--- config.mk ---
export PLATFORM = sky130hd
export DESIGN_NAME = circle_raster
export DESIGN_NICKNAME = d
export VERILOG_FILES = /design/src/rtl/circle_pkg.sv /design/src/rtl/raster_clip.sv /design/src/rtl/circle_raster.sv
export SDC_FILE = /design/constraint.sdc
export NUM_CORES = 1
export LEC_CHECK = 0
export ABC_AREA = 1
export CORE_ASPECT_RATIO = 1.75
export CORE_MARGIN = 1
export CORE_UTILIZATION = 30
export CTS_CLUSTER_DIAMETER = 200
export DETAILED_ROUTE_END_ITERATION = 10
export DONT_BUFFER_PORTS = 1
export SYNTH_ARGS = -nofsm -noshare
export SYNTH_HDL_FRONTEND = slang
export SYNTH_SLANG_ARGS = --single-unit
--- constraint.sdc ---
create_clock -name CLOCK_50 -period 3.7 [get_ports CLOCK_50]
set_input_delay 0.37 -clock CLOCK_50 [delete_from_list [all_inputs] [get_ports CLOCK_50]]
set_output_delay 0.37 -clock CLOCK_50 [all_outputs]
set_load 0.01 [all_outputs]
--- src/rtl/circle_pkg.sv ---
// Shared definitions for the circle rasteriser: controller states,
// the 3-bit RGB palette used by the VGA adapter, and default screen size.
package circle_pkg;

    typedef enum logic [2:0] {
        IDLE   = 3'd0,
        INIT   = 3'd1,
        PLOT   = 3'd2,
        STEP   = 3'd3,
        FINISH = 3'd4
    } state_t;

    localparam int DEFAULT_SCREEN_WIDTH  = 160;
    localparam int DEFAULT_SCREEN_HEIGHT = 120;

    // Colour bits are {R, G, B}
    localparam logic [2:0] BLACK  = 3'b000;
    localparam logic [2:0] BLUE   = 3'b001;
    localparam logic [2:0] GREEN  = 3'b010;
    localparam logic [2:0] YELLOW = 3'b110;
    localparam logic [2:0] RED    = 3'b100;
    localparam logic [2:0] WHITE  = 3'b111;

endpackage

--- src/rtl/raster_clip.sv ---
// Signed visibility test for one candidate pixel against the raster limits.
module raster_clip #(
    parameter int XW            = 8,
    parameter int YW            = 7,
    parameter int SCREEN_WIDTH  = 160,
    parameter int SCREEN_HEIGHT = 120
) (
    input  logic signed [XW+1:0] px_i,
    input  logic signed [YW+1:0] py_i,
    output logic                 in_bounds_o
);

    localparam logic signed [XW+1:0] X_LIM = (XW+2)'(SCREEN_WIDTH);
    localparam logic signed [YW+1:0] Y_LIM = (YW+2)'(SCREEN_HEIGHT);
    localparam logic signed [XW+1:0] X_ZERO = '0;
    localparam logic signed [YW+1:0] Y_ZERO = '0;

    // Pixel is visible only when both coordinates lie inside [0, limit)
    always_comb begin
        in_bounds_o = 1'b0;
        if ((px_i >= X_ZERO) && (px_i < X_LIM) && (py_i >= Y_ZERO) && (py_i < Y_LIM)) begin
            in_bounds_o = 1'b1;
        end else begin
            in_bounds_o = 1'b0;
        end
    end

endmodule

--- src/rtl/circle_raster.sv ---
// Midpoint circle rasteriser: walks one octant with the midpoint decision
// variable and emits either the 8 mirrored outline points or 4 horizontal
// spans per step, one pixel per clock, as registered plot strobes.
module circle_raster
    import circle_pkg::*;
#(
    parameter int XW            = 8,
    parameter int YW            = 7,
    parameter int RW            = 8,
    parameter int CW            = 3,
    parameter int SCREEN_WIDTH  = DEFAULT_SCREEN_WIDTH,
    parameter int SCREEN_HEIGHT = DEFAULT_SCREEN_HEIGHT
) (
    input  logic          CLOCK_50,
    input  logic          resetn,
    input  logic          start,
    input  logic          fill,
    input  logic [XW-1:0] centerx,
    input  logic [YW-1:0] centery,
    input  logic [RW-1:0] radius,
    input  logic [CW-1:0] colour_in,
    output logic [XW-1:0] x,
    output logic [YW-1:0] y,
    output logic [CW-1:0] colour,
    output logic          plot,
    output logic          busy,
    output logic          done
);

    localparam int XS  = XW + 2;
    localparam int YS  = YW + 2;
    localparam int CRW = RW + 3;
    localparam logic signed [CRW-1:0] CRIT_ONE = CRW'(1);

    state_t                state_q, state_d;
    logic [XW-1:0]         cx_q, cx_d;
    logic [YW-1:0]         cy_q, cy_d;
    logic [RW-1:0]         r_q, r_d;
    logic [CW-1:0]         col_q, col_d;
    logic                  fill_q, fill_d;
    logic [RW-1:0]         ox_q, ox_d, oy_q, oy_d;
    logic signed [CRW-1:0] crit_q, crit_d;
    logic [2:0]            idx_q, idx_d;     // octant (outline) or span (fill)
    logic [RW:0]           cnt_q, cnt_d;     // pixel offset within a span
    logic [XW-1:0]         x_q, x_d;
    logic [YW-1:0]         y_q, y_d;
    logic [CW-1:0]         colour_q, colour_d;
    logic                  plot_q, plot_d, busy_q, busy_d, done_q, done_d;

    logic signed [XS-1:0]  cx_s, oxx_s, oyx_s, halfx_s, cntx_s, px_s;
    logic signed [YS-1:0]  cy_s, oxy_s, oyy_s, py_s;
    logic [RW-1:0]         half_s, oy_n_s, ox_n_s;
    logic [RW:0]           span_end_s;
    logic                  crit_le0_s, in_bounds_s;
    logic signed [CRW-1:0] oy_c_s, diff_c_s;

    assign cx_s       = XS'(cx_q);
    assign cy_s       = YS'(cy_q);
    assign oxx_s      = XS'(ox_q);
    assign oyx_s      = XS'(oy_q);
    assign oxy_s      = YS'(ox_q);
    assign oyy_s      = YS'(oy_q);
    // Spans A/B are half-width ox, spans C/D are half-width oy
    assign half_s     = idx_q[1] ? oy_q : ox_q;
    assign halfx_s    = idx_q[1] ? oyx_s : oxx_s;
    assign span_end_s = {half_s, 1'b0};
    assign cntx_s     = XS'(cnt_q);

    // Decision-variable update uses the already-advanced oy and ox
    assign crit_le0_s = crit_q[CRW-1] || (crit_q == '0);
    assign oy_n_s     = oy_q + RW'(1);
    assign ox_n_s     = crit_le0_s ? ox_q : (ox_q - RW'(1));
    assign oy_c_s     = $signed(CRW'(oy_n_s));
    assign diff_c_s   = oy_c_s - $signed(CRW'(ox_n_s));

    // Current candidate pixel for the active octant or span position
    always_comb begin
        px_s = cx_s;
        py_s = cy_s;
        if (fill_q) begin
            px_s = cx_s - halfx_s + cntx_s;
            case (idx_q[1:0])
                2'd0:    py_s = cy_s + oyy_s;
                2'd1:    py_s = cy_s - oyy_s;
                2'd2:    py_s = cy_s + oxy_s;
                default: py_s = cy_s - oxy_s;
            endcase
        end else begin
            case (idx_q)
                3'd0:    begin px_s = cx_s + oxx_s; py_s = cy_s + oyy_s; end
                3'd1:    begin px_s = cx_s + oyx_s; py_s = cy_s + oxy_s; end
                3'd2:    begin px_s = cx_s - oxx_s; py_s = cy_s + oyy_s; end
                3'd3:    begin px_s = cx_s - oyx_s; py_s = cy_s + oxy_s; end
                3'd4:    begin px_s = cx_s - oxx_s; py_s = cy_s - oyy_s; end
                3'd5:    begin px_s = cx_s - oyx_s; py_s = cy_s - oxy_s; end
                3'd6:    begin px_s = cx_s + oxx_s; py_s = cy_s - oyy_s; end
                default: begin px_s = cx_s + oyx_s; py_s = cy_s - oxy_s; end
            endcase
        end
    end

    raster_clip #(
        .XW(XW), .YW(YW), .SCREEN_WIDTH(SCREEN_WIDTH), .SCREEN_HEIGHT(SCREEN_HEIGHT)
    ) u_clip (
        .px_i(px_s), .py_i(py_s), .in_bounds_o(in_bounds_s)
    );

    // Controller next-state, datapath updates and next registered outputs
    always_comb begin
        state_d  = state_q;
        cx_d     = cx_q;
        cy_d     = cy_q;
        r_d      = r_q;
        col_d    = col_q;
        fill_d   = fill_q;
        ox_d     = ox_q;
        oy_d     = oy_q;
        crit_d   = crit_q;
        idx_d    = idx_q;
        cnt_d    = cnt_q;
        x_d      = x_q;
        y_d      = y_q;
        colour_d = colour_q;
        plot_d   = 1'b0;
        case (state_q)
            IDLE: begin
                if (start) begin
                    cx_d    = centerx;
                    cy_d    = centery;
                    r_d     = radius;
                    col_d   = colour_in;
                    fill_d  = fill;
                    state_d = INIT;
                end else begin
                    state_d = IDLE;
                end
            end
            INIT: begin
                ox_d    = r_q;
                oy_d    = '0;
                crit_d  = CRIT_ONE - $signed(CRW'(r_q));
                idx_d   = 3'd0;
                cnt_d   = '0;
                state_d = PLOT;
            end
            PLOT: begin
                x_d      = px_s[XW-1:0];
                y_d      = py_s[YW-1:0];
                colour_d = col_q;
                plot_d   = in_bounds_s;
                if (fill_q) begin
                    if (cnt_q == span_end_s) begin
                        cnt_d = '0;
                        if ((idx_q == 3'd3) || (r_q == '0)) begin
                            idx_d   = 3'd0;
                            state_d = STEP;
                        end else begin
                            idx_d = idx_q + 3'd1;
                        end
                    end else begin
                        cnt_d = cnt_q + (RW+1)'(1);
                    end
                end else begin
                    if ((idx_q == 3'd7) || (r_q == '0)) begin
                        idx_d   = 3'd0;
                        state_d = STEP;
                    end else begin
                        idx_d = idx_q + 3'd1;
                    end
                end
            end
            STEP: begin
                oy_d = oy_n_s;
                ox_d = ox_n_s;
                if (crit_le0_s) begin
                    crit_d = crit_q + (oy_c_s <<< 1) + CRIT_ONE;
                end else begin
                    crit_d = crit_q + (diff_c_s <<< 1) + CRIT_ONE;
                end
                // A zero radius is a single point; never walk its octant
                if ((r_q == '0) || (oy_n_s > ox_n_s)) begin
                    state_d = FINISH;
                end else begin
                    state_d = PLOT;
                end
            end
            FINISH: begin
                state_d = IDLE;
            end
            default: begin
                state_d = IDLE;
            end
        endcase
        busy_d = (state_d != IDLE);
        done_d = (state_d == FINISH);
    end

    // State, datapath and output registers with synchronous active-low reset
    always_ff @(posedge CLOCK_50) begin
        if (!resetn) begin
            state_q  <= IDLE;
            cx_q     <= '0;
            cy_q     <= '0;
            r_q      <= '0;
            col_q    <= '0;
            fill_q   <= 1'b0;
            ox_q     <= '0;
            oy_q     <= '0;
            crit_q   <= '0;
            idx_q    <= 3'd0;
            cnt_q    <= '0;
            x_q      <= '0;
            y_q      <= '0;
            colour_q <= '0;
            plot_q   <= 1'b0;
            busy_q   <= 1'b0;
            done_q   <= 1'b0;
        end else begin
            state_q  <= state_d;
            cx_q     <= cx_d;
            cy_q     <= cy_d;
            r_q      <= r_d;
            col_q    <= col_d;
            fill_q   <= fill_d;
            ox_q     <= ox_d;
            oy_q     <= oy_d;
            crit_q   <= crit_d;
            idx_q    <= idx_d;
            cnt_q    <= cnt_d;
            x_q      <= x_d;
            y_q      <= y_d;
            colour_q <= colour_d;
            plot_q   <= plot_d;
            busy_q   <= busy_d;
            done_q   <= done_d;
        end
    end

    assign x      = x_q;
    assign y      = y_q;
    assign colour = colour_q;
    assign plot   = plot_q;
    assign busy   = busy_q;
    assign done   = done_q;

endmodule

== Yosys cells after proc, flatten, opt, wreduce, memory -nomap -nowiden ==
Index checks and enable logic that the tools add are counted.

* Word-level logic and storage cells: 111
* Output and inout bits: 21
* Bits of input ports: 30
* Register bits after elaboration: 90

* Magnitude comparators: 5
* Add/sub/neg operators: 20
* Reductions and logical operators: 25
* Equality and inequality tests: 16
* Mux-type cells: 28

{| class="wikitable"
|+ Operators by type and width
! kind !! count
|-
| $pmux 9 s3 || 2
|-
| $sub 8x8->9 || 4
|-
| $pmux 8 s2 || 2
|-
| $pmux 10 s3 || 1
|-
| $mux 3 || 9
|-
| $mux 9 || 3
|-
| $mux 8 || 3
|-
| $add 11x10->11 || 2
|-
| $add 11x2->11 const B || 2
|-
| $pmux 11 s2 || 1
|-
| $add 7x8->9 || 2
|-
| $add 8x8->9 || 2
|-
| $pmux 9 s2 || 1
|-
| $sub 7x8->9 || 2
|-
| $eq 3x3->1 const B || 5
|-
| $eq 3x2->1 const B || 4
|-
| $pmux 3 s4 || 1
|-
| $reduce_or 2->1 || 6
|-
| $logic_not 11->1 || 1
|-
| $mux 11 || 1
|-
| $add 9x10->10 || 1
|-
| $ge 10x1->1 const B || 1
|-
| $lt 10x9->1 const B || 1
|-
| $mux 10 || 1
|-
| 24 further kinds || 36
|}

== Longest topological paths before layout ==
Gate-level depths: netlist (run 1).

* Word-level depth: 9
* Depth in mapped cells: 28
* Mapped depth without buffers: 26

== By module ==
From an unflattened synthesis (run 1), not the netlist that was laid out.

* Cells, all modules: 1395
* Area total of the unflattened synthesis: 9160.0 um^2

{| class="wikitable"
|+ Modules (own cells, without submodules)
! module !! cells an instance !! instances !! area each (um^2) !! seq. area each (um^2)
|-
| circle_raster || 1382 || 1 || 9110.0 || 1801.7
|-
| raster_clip || 13 || 1 || 50.0 || 0.0
|}

== Worst setup path before layout (run 1) ==
No wires, ideal clock.

* Path kind: register to register
* Start: register crit_q[0]
* End: register crit_q[10]
* Arrival: 3.320 ns
* Period minus slack after synthesis: 3.432 ns
* Buffers on the path: 1
* Setup slack: 0.268 ns
* Setup time: 0.112 ns
* Required time: 3.588 ns
* Cell stages (with the launch flop): 22
* Cell sequence: dfxtp_1 nor4_1 nand3_1 nand2_2 buf_2 xor2_1 ha_1 fa_1 nor2_1 a211oi_1 o21ai_0 xor2_1 ha_1 nand2_1 o21a_1 nand2_1 a31oi_1 nand2b_1 nand2_1 nand2_1 nand2_1 nand2_1

* Word-level cells in the longest chain between the ends: 8
* Elaborated cells on any way between the ends: 10
* Classes of those cells: 5 x add/sub; 3 x mux; 2 x reduce/logical

{| class="wikitable"
|+ Ends and longest elaborated chain
! element !! RTL line !! source
|-
| start, declared || circle_raster.sv:42 || <nowiki>logic signed [CRW-1:0] crit_q, crit_d;</nowiki>
|-
| start signal, assigned || circle_raster.sv:227 || <nowiki>crit_q <= crit_d;</nowiki>
|-
| $logic_not 11->1 || circle_raster.sv:70 || <nowiki>assign crit_le0_s = crit_q[CRW-1] || (crit_q == '0);</nowiki>
|-
| $logic_or 1x1->1 || circle_raster.sv:70 ||
|-
| $mux 8 || circle_raster.sv:72 || <nowiki>assign ox_n_s = crit_le0_s ? ox_q : (ox_q - RW'(1));</nowiki>
|-
| $sub 8x8->9 || circle_raster.sv:74 || <nowiki>assign diff_c_s = oy_c_s - $signed(CRW'(ox_n_s));</nowiki>
|-
| $add 11x10->11 || circle_raster.sv:178 || <nowiki>crit_d = crit_q + (diff_c_s <<< 1) + CRIT_ONE;</nowiki>
|-
| $add 11x2->11 || circle_raster.sv:178 ||
|-
| $mux 11 (*) || circle_raster.sv:175 || <nowiki>if (crit_le0_s) begin</nowiki>
|-
| $pmux 11 s2 (*) || circle_raster.sv:125 || <nowiki>case (state_q)</nowiki>
|}

Every way passes the cells marked *; elsewhere a longest branch is shown, timed or not.
A chain may end at the register's enable or synchronous reset.

== Worst setup path after layout (run 1) ==
* Start: register oy_q[0]
* End: register crit_q[10]

* Word-level cells in the longest chain between the ends: 6
* Elaborated cells on any way between the ends: 8
* Classes of those cells: 6 x add/sub; 2 x mux

{| class="wikitable"
|+ Ends and longest elaborated chain
! element !! RTL line !! source
|-
| start, declared || circle_raster.sv:41 || <nowiki>logic [RW-1:0] ox_q, ox_d, oy_q, oy_d;</nowiki>
|-
| start signal, assigned || circle_raster.sv:226 || <nowiki>oy_q <= oy_d;</nowiki>
|-
| $add 8x1->8 (*) || circle_raster.sv:71 || <nowiki>assign oy_n_s = oy_q + RW'(1);</nowiki>
|-
| $sub 8x8->9 || circle_raster.sv:74 ||
|-
| $add 11x10->11 || circle_raster.sv:178 ||
|-
| $add 11x2->11 || circle_raster.sv:178 ||
|-
| $mux 11 (*) || circle_raster.sv:175 ||
|-
| $pmux 11 s2 (*) || circle_raster.sv:125 ||
|}

Marked as above.

==> flow_metrics.py, run 1 <==
metrics = {
    "sta": {
        "max_freq_mhz": 288,
        "maxSlewHeadroom": 0.415,
        "setup_viol": 0,
        "whs_ns": 0.114,
        "finalHoldViolations": 0,
        "tightestPinTransition_ns": 0.877,
        "period_needed_ns": 3.47,
        "fin_worst_skew_ns": 0.0185,
        "worst_slack_ns": 0.231,
        "period_share": 0.938,
        "drv_slew": 0,
    },
    "logic_synthesis": {
        "avgSynthCellArea_um2": 6.29,
        "synth-edff-count": 0,
        "netlist_area_um2": 9440,
        "yosys_warnings": 0,
        "synth_top_area_cell": "dfxtp_1",
        "ys_async_sr_fraction": 0,
        "ys_ff_latch": 90,
        "synthTopCellsByCount": "nand2_1, inv_1, nand3_1, nor2_1, a21oi_1",
        "synthTopCellsByArea": "dfxtp_1, nand2_1, ha_1",
        "seq_area_frac_synth": 0.191,
        "syn-instance-count": 1500,
        "synth_cell_types": 53,
        "post-synth-top-count-cell": "nand2_1",
        "yosys.area.top_type_share": 0.191,
        "synth_ff_type": "dfxtp_1",
        "synth_nets": 1646,
    },
    "placement": {
        "io_buffer_count": 0,
        "gp_congestion": 1.03,
        "placedCellCount": 1901,
        "dp_slack_ns": -0.305,
        "hpwl_mm": 28.8,
    },
    "floorplanning": {
        "ios": 51,
        "dieWidth_um": 136,
        "num_rows": 85,
        "start_util": 0.306,
        "dieHeight_um": 237,
        "dieArea_um2": 32200,
        "design.core.area_um2": 30800,
    },
    "routing": {
        "ant_nets": 0,
        "drtIter0Drc": 669,
        "drc": 0,
        "drt-pass1-iter-count": 5,
        "wl_mm": 35.7,
        "vias": 10300,
        "via_per_inst": 5.36,
        "wire_per_inst_um": 18.6,
    },
    "grt": {
        "grt_pass1_vias": 9829,
        "antenna_found_initial": 0,
        "grt.total_usage": 0.223,
        "grt_pass1_wl_mm": 53.9,
        "overflow": 0,
        "grt_max_degree": 49,
    },
    "cts": {
        "cts.clk_slew.worst_paths_ns": 0.07,
        "cts.sinks": 90,
        "clock_latency_ns": 0.38,
        "cts_made_buffers": 9,
        "cts_root_buf": "clkbuf_16",
        "htree_num_levels": 3,
        "cts_buffer_depth": 2,
        "cts_hold_buf": 0,
        "cts_tree": "built",
    },
    "layout": {
        "n_antenna_cell": 0,
        "syn_to_final_growth_pct": 12.5,
        "fillers": 3394,
        "final_util": 0.344,
        "stdcell_count": 1920,
        "final_layout_size_suffix_gt1_frac": 0.0961,
        "fin_nets": 1670,
    },
    "outcome": {
        "outcome": "finished clean",
    },
    "flow_run": {
        "maxCapViolCount": 0,
    },
    "critical_path": {
        "cp.required_ns": 3.97,
        "arrival_ns": 3.74,
        "critPathKind": "flip-flop to flip-flop",
        "critPathCaptureType": "flip-flop",
        "start_kind": "flip-flop",
        "crit_fanout": 7,
    },
    "power": {
        "peakVddDrop_mv": 0.355,
        "p_leak_nw": 5.08,
        "total_power_mw": 7.52,
        "power.density_nw_per_um2": 709,
    },
    "min_path": {
        "hp-class": "input pin to flip-flop",
    },
}
-- sequential cells by signal, summed over array words and instances (netlist names), 3 cells and up --
| signal | flops |
|---|---|
| x | 8 |
| ox_q | 8 |
| state_q | 3 |
| r_q | 8 |
| cy_q | 7 |
| col_q | 3 |
| crit_q | 11 |
| colour | 3 |
| y | 7 |
| cx_q | 8 |
| oy_q | 8 |
| idx_q | 3 |
| cnt_q | 9 |
-- power breakdown --
part,switching [mW],total [mW],internal (mW)
clock,0.502,0.985,0.484
sequential,0.229,1.37,1.14
combinational,3.21,5.17,1.96
total,3.95,7.52,3.58
-- layout make-up --
type	instances	area, um2	share of cell area
multi-input cells	1177	6870	0.647
repair buffers	56	420	0.0396
well taps	391	489	0.0461
inverters	190	717	0.0675
clock buffers	9	225	0.0212
flip-flops and latches	90	1810	0.171
clock inverters	7	81.3	0.00766
-- metrics by stage --
stage / cell area (um2) / TNS, ns
after floorplan: 9440 / 0
after global placement: 10100 / -0.346
after detailed placement: 10100 / -0.437
after CTS: 10500 / 0
after global routing: 10600 / -0.0633
final: 10600 / 0
-- final timing paths --
path | slack (ns) | depth (start not counted) | end | startpoint
max | 0.23 | 20 | crit_q[10] | oy_q[0]
max reg2reg | 0.23 | 20 | crit_q[10] | oy_q[0]
min reg2reg | 0.48 | 2 | col_q[1] | col_q[1]
min | 0.11 | 2 | crit_q[10] | resetn
-- layout by cell type (no fill, tap or decap), drive strengths merged, types with 3 or more instances in the layout --
cell type / n
a211oi: 3
a21boi: 3
a21o: 4
a21oi: 129
a22oi: 11
a31oi: 9
buf: 56
clkbuf: 9
clkinv: 6
dfxtp: 90
fa: 12
ha: 104
inv: 191
nand2: 364
nand3: 138
nand3b: 7
nand4: 29
nor2: 139
nor3: 6
nor4: 3
o211ai: 10
o21a: 5
o21ai: 124
o21bai: 6
o22ai: 5
or2: 7
xnor2: 13
xor2: 35
-- metal layers --
metal / vias to the layer above / global-route usage / wire (um)
li1: 5053 / - / -
met1: 4761 / 0.218 / 12500
met2: 315 / 0.403 / 18300
met3: 164 / 0.0304 / 1450
met4: 0 / 0.196 / 3480
met5: - / 0 / 0
-- logic make-up (layout without fill, tap and decap cells) --
kind of cell | after synthesis | count (layout) | synth area share
simple gates | 696 | 696 | 0.316
buf+inv | 233 | 262 | 0.0966
xor+xnor | 48 | 48 | 0.0445
flops | 90 | 90 | 0.191
compound gates | 317 | 317 | 0.189
fa+ha+maj | 116 | 116 | 0.163
-- worst max-delay path, cell delays in order, from the launching register on --
cell     delay (ns)
dfxtp_2        0.48
inv_1          0.11
nor3_2         0.25
nand3_1        0.15
nor2_1         0.11
nand2_1        0.07
xor2_1         0.18
ha_1           0.36
inv_1          0.13
nor3_4         0.22
inv_1          0.07
o21ai_2        0.17
inv_1          0.08
ha_1           0.33
a21o_1         0.19
a31oi_2        0.18
a21oi_1        0.09
nand2_1        0.06
nand2_1        0.04
nand2_1        0.05
nand2_1        0.04
-- repair_timing --
| action | in CTS | in global routing |
|---|---|---|
| setup endpoints to repair | 3 | 9 |
| pin swaps | 0 | 10 |
| gates resized for setup | 5 | 41 |
| buffers inserted | 0 | 3 |
No activity file was read; power rests on OpenSTA's default activity.
==> inputs of run 2 (changes only) <==
--- a/config.mk
+++ b/config.mk
@@ -6,8 +6,7 @@
 export NUM_CORES = 1
 export LEC_CHECK = 0
 export ABC_AREA = 1
-export CORE_ASPECT_RATIO = 1.75
-export CORE_MARGIN = 1
+export CORE_MARGIN = 4
 export CORE_UTILIZATION = 30
 export CTS_CLUSTER_DIAMETER = 200
 export DETAILED_ROUTE_END_ITERATION = 10
==> constraint.sdc (replaced) <==
create_clock -name CLOCK_50 -period 3.7 [get_ports CLOCK_50]
set_input_delay 0.555 -clock CLOCK_50 [delete_from_list [all_inputs] [get_ports CLOCK_50]]
set_output_delay 0.555 -clock CLOCK_50 [all_outputs]
set_load 0.01 [all_outputs]
==> flow_metrics.py, run 2 (same netlist as run 1, synthesis figures left out) <==
metrics = {
    "cts": {
        "cts_made_buffers": 9,
        "clock_latency_ns": 0.37,
        "cts.sinks": 90,
        "cts_tree": "built",
        "cts_root_buf": "clkbuf_16",
        "htree_num_levels": 3,
        "cts_buffer_depth": 2,
        "cts.clk_slew.worst_paths_ns": 0.08,
    },
    "critical_path": {
        "start_kind": "flip-flop",
        "crit_fanout": 6,
        "cp.required_ns": 4.02,
        "arrival_ns": 3.80,
        "critPathCaptureType": "flip-flop",
        "critPathKind": "flip-flop to flip-flop",
    },
    "sta": {
        "setup_viol": 0,
        "tightestPinTransition_ns": 0.836,
        "finalHoldViolations": 0,
        "period_share": 0.942,
        "drv_slew": 0,
        "max_freq_mhz": 287,
        "fin_worst_skew_ns": 0.0144,
        "period_needed_ns": 3.48,
        "maxSlewHeadroom": 0.442,
        "tns_ns": 0,
    },
    "layout": {
        "final_layout_size_suffix_gt1_frac": 0.0815,
        "syn_to_final_growth_pct": 11.2,
        "largest_reg_flops": 11,
        "largestRegisters": "crit_q (11), cnt_q (9)",
        "multi_input_comb_area_um2": 6880,
        "most-common-layout-cells": "nand2_1, inv_1, nand3_1",
        "fin_area_um2": 10500,
        "regMostFlops": "crit_q",
        "fin_nets": 1651,
        "mostFrequentLayoutCell": "nand2_1",
        "fillers": 3347,
        "seqCellArea_um2": 1810,
        "n_antenna_cell": 0,
    },
    "grt": {
        "overflow": 0,
        "grt_pass1_wl_mm": 52.6,
        "grt_pass1_vias": 9411,
        "grt_max_degree": 49,
        "grt.total_usage": 0.194,
        "antenna_found_initial": 0,
    },
    "floorplanning": {
        "ios": 51,
        "dieHeight_um": 185,
        "design.core.area_um2": 30800,
        "start_util": 0.306,
        "dieWidth_um": 185,
        "num_rows": 64,
        "dieArea_um2": 34400,
    },
    "power": {
        "peakVddDrop_mv": 0.371,
        "p_leak_nw": 5.00,
        "p_int_mw": 3.46,
        "p_sw_frac": 0.527,
        "pwr-share-seq": 0.189,
        "power.density_nw_per_um2": 698,
        "p_sw_mw": 3.86,
        "p_clk_frac": 0.135,
        "p_comb_frac": 0.676,
    },
    "routing": {
        "via_per_inst": 5.27,
        "ant_nets": 0,
        "wl_mm": 34.0,
        "drt-pass1-iter-count": 6,
        "vias": 10000,
        "drtIter0Drc": 828,
        "wire_per_inst_um": 17.8,
        "drc": 0,
    },
    "min_path": {
        "hp-class": "input pin to flip-flop",
    },
    "flow_run": {
        "maxCapViolCount": 0,
    },
    "placement": {
        "placed_area_um2": 10000,
        "gp_congestion": 0.956,
        "hpwl_mm": 26.5,
        "io_buffer_count": 0,
    },
    "outcome": {
        "outcome": "finished clean",
    },
}
-- run 2: changes by cell type in the layout (fill, tap and decap cells not counted), moves of 3 or more --
cell	previous run	this run
buf_4	56	37
o21ai_1	15	12
a21oi_2	9	6
a21oi_1	120	123
dfxtp_2	7	2
dfxtp_1	83	86
-- run 2: worst paths after layout --
check / startpoint / slack, ns / cells past startpoint / end
setup / recovery: crit_q[5] / 0.22 / 23 / crit_q[10]
hold / removal: resetn / 0.32 / 2 / crit_q[10]
setup reg to reg: crit_q[5] / 0.22 / 23 / crit_q[10]
hold reg to reg: col_q[1] / 0.48 / 2 / col_q[1]
-- run 2: what timing repair did --
item,CTS,global route
buffers inserted,0,2
gates resized for setup,0,40
setup endpoints to repair,0,9
hold buffers,0,0
-- run 2: final cells by class --
class                           instances  area share
Clock buffer                            9      0.0215
Clock inverter                          7     0.00775
Inverter                              190      0.0683
Multi-Input combinational cell       1177       0.656
Sequential cell                        90       0.173
Tap cell                              396      0.0472
Timing Repair Buffer                   37      0.0265
-- run 2: power by group through the flow --
| stage | Clock (mW) | Sequential, mW | Combinational, mW |
|---|---|---|---|
| after floorplan | 0 | 1.31 | 3.45 |
| after global placement | 0 | 1.39 | 4.53 |
| after detailed placement | 0 | 1.39 | 4.56 |
| after CTS | 1.00 | 1.37 | 4.59 |
| after global routing | 1.04 | 1.41 | 5.58 |
| final | 0.987 | 1.39 | 4.95 |
-- run 2: metal layers --
layer  routed length [um]  part of all wire  global-route usage
met5                    0                 0                   0
met4                 1010             0.030              0.0584
met1                15200              0.45               0.263
met3                 2150             0.063              0.0275
met2                15700              0.46               0.322
-- run 2: metrics by stage --
stage / power [mW] / utilization / setup WS [ns] / cells / hold WS (ns)
floorplan: 4.76 / - / 0.268 / 1500 / 0.450
global placement: 5.92 / 0.325 / 0.0426 / 1888 / 0.461
detailed placement: 5.95 / 0.325 / 0.0324 / 1888 / 0.469
CTS: 6.96 / 0.334 / 0.00407 / 1904 / 0.307
global route: 8.02 / 0.340 / -0.0299 / 1906 / 0.309
finish: 7.33 / 0.340 / 0.215 / 1906 / 0.318
-- run 2: worst max-delay path, stage by stage, from the launching register on --
cell      delay, ns
dfxtp_2        0.36
nor4_4         0.29
nand3_2        0.14
nand2_4        0.13
inv_2          0.05
nand3_1        0.08
xor2_1         0.15
inv_1          0.10
ha_4           0.24
nand2_1        0.08
nor2_1         0.05
a211oi_2       0.23
o21ai_1        0.12
xor2_1         0.15
ha_1           0.37
a21oi_2        0.14
o21a_1         0.14
nand2_2        0.07
a31oi_1        0.21
nand2b_1       0.14
nand2_1        0.05
nand2_1        0.05
nand2_1        0.04
nand2_1        0.07
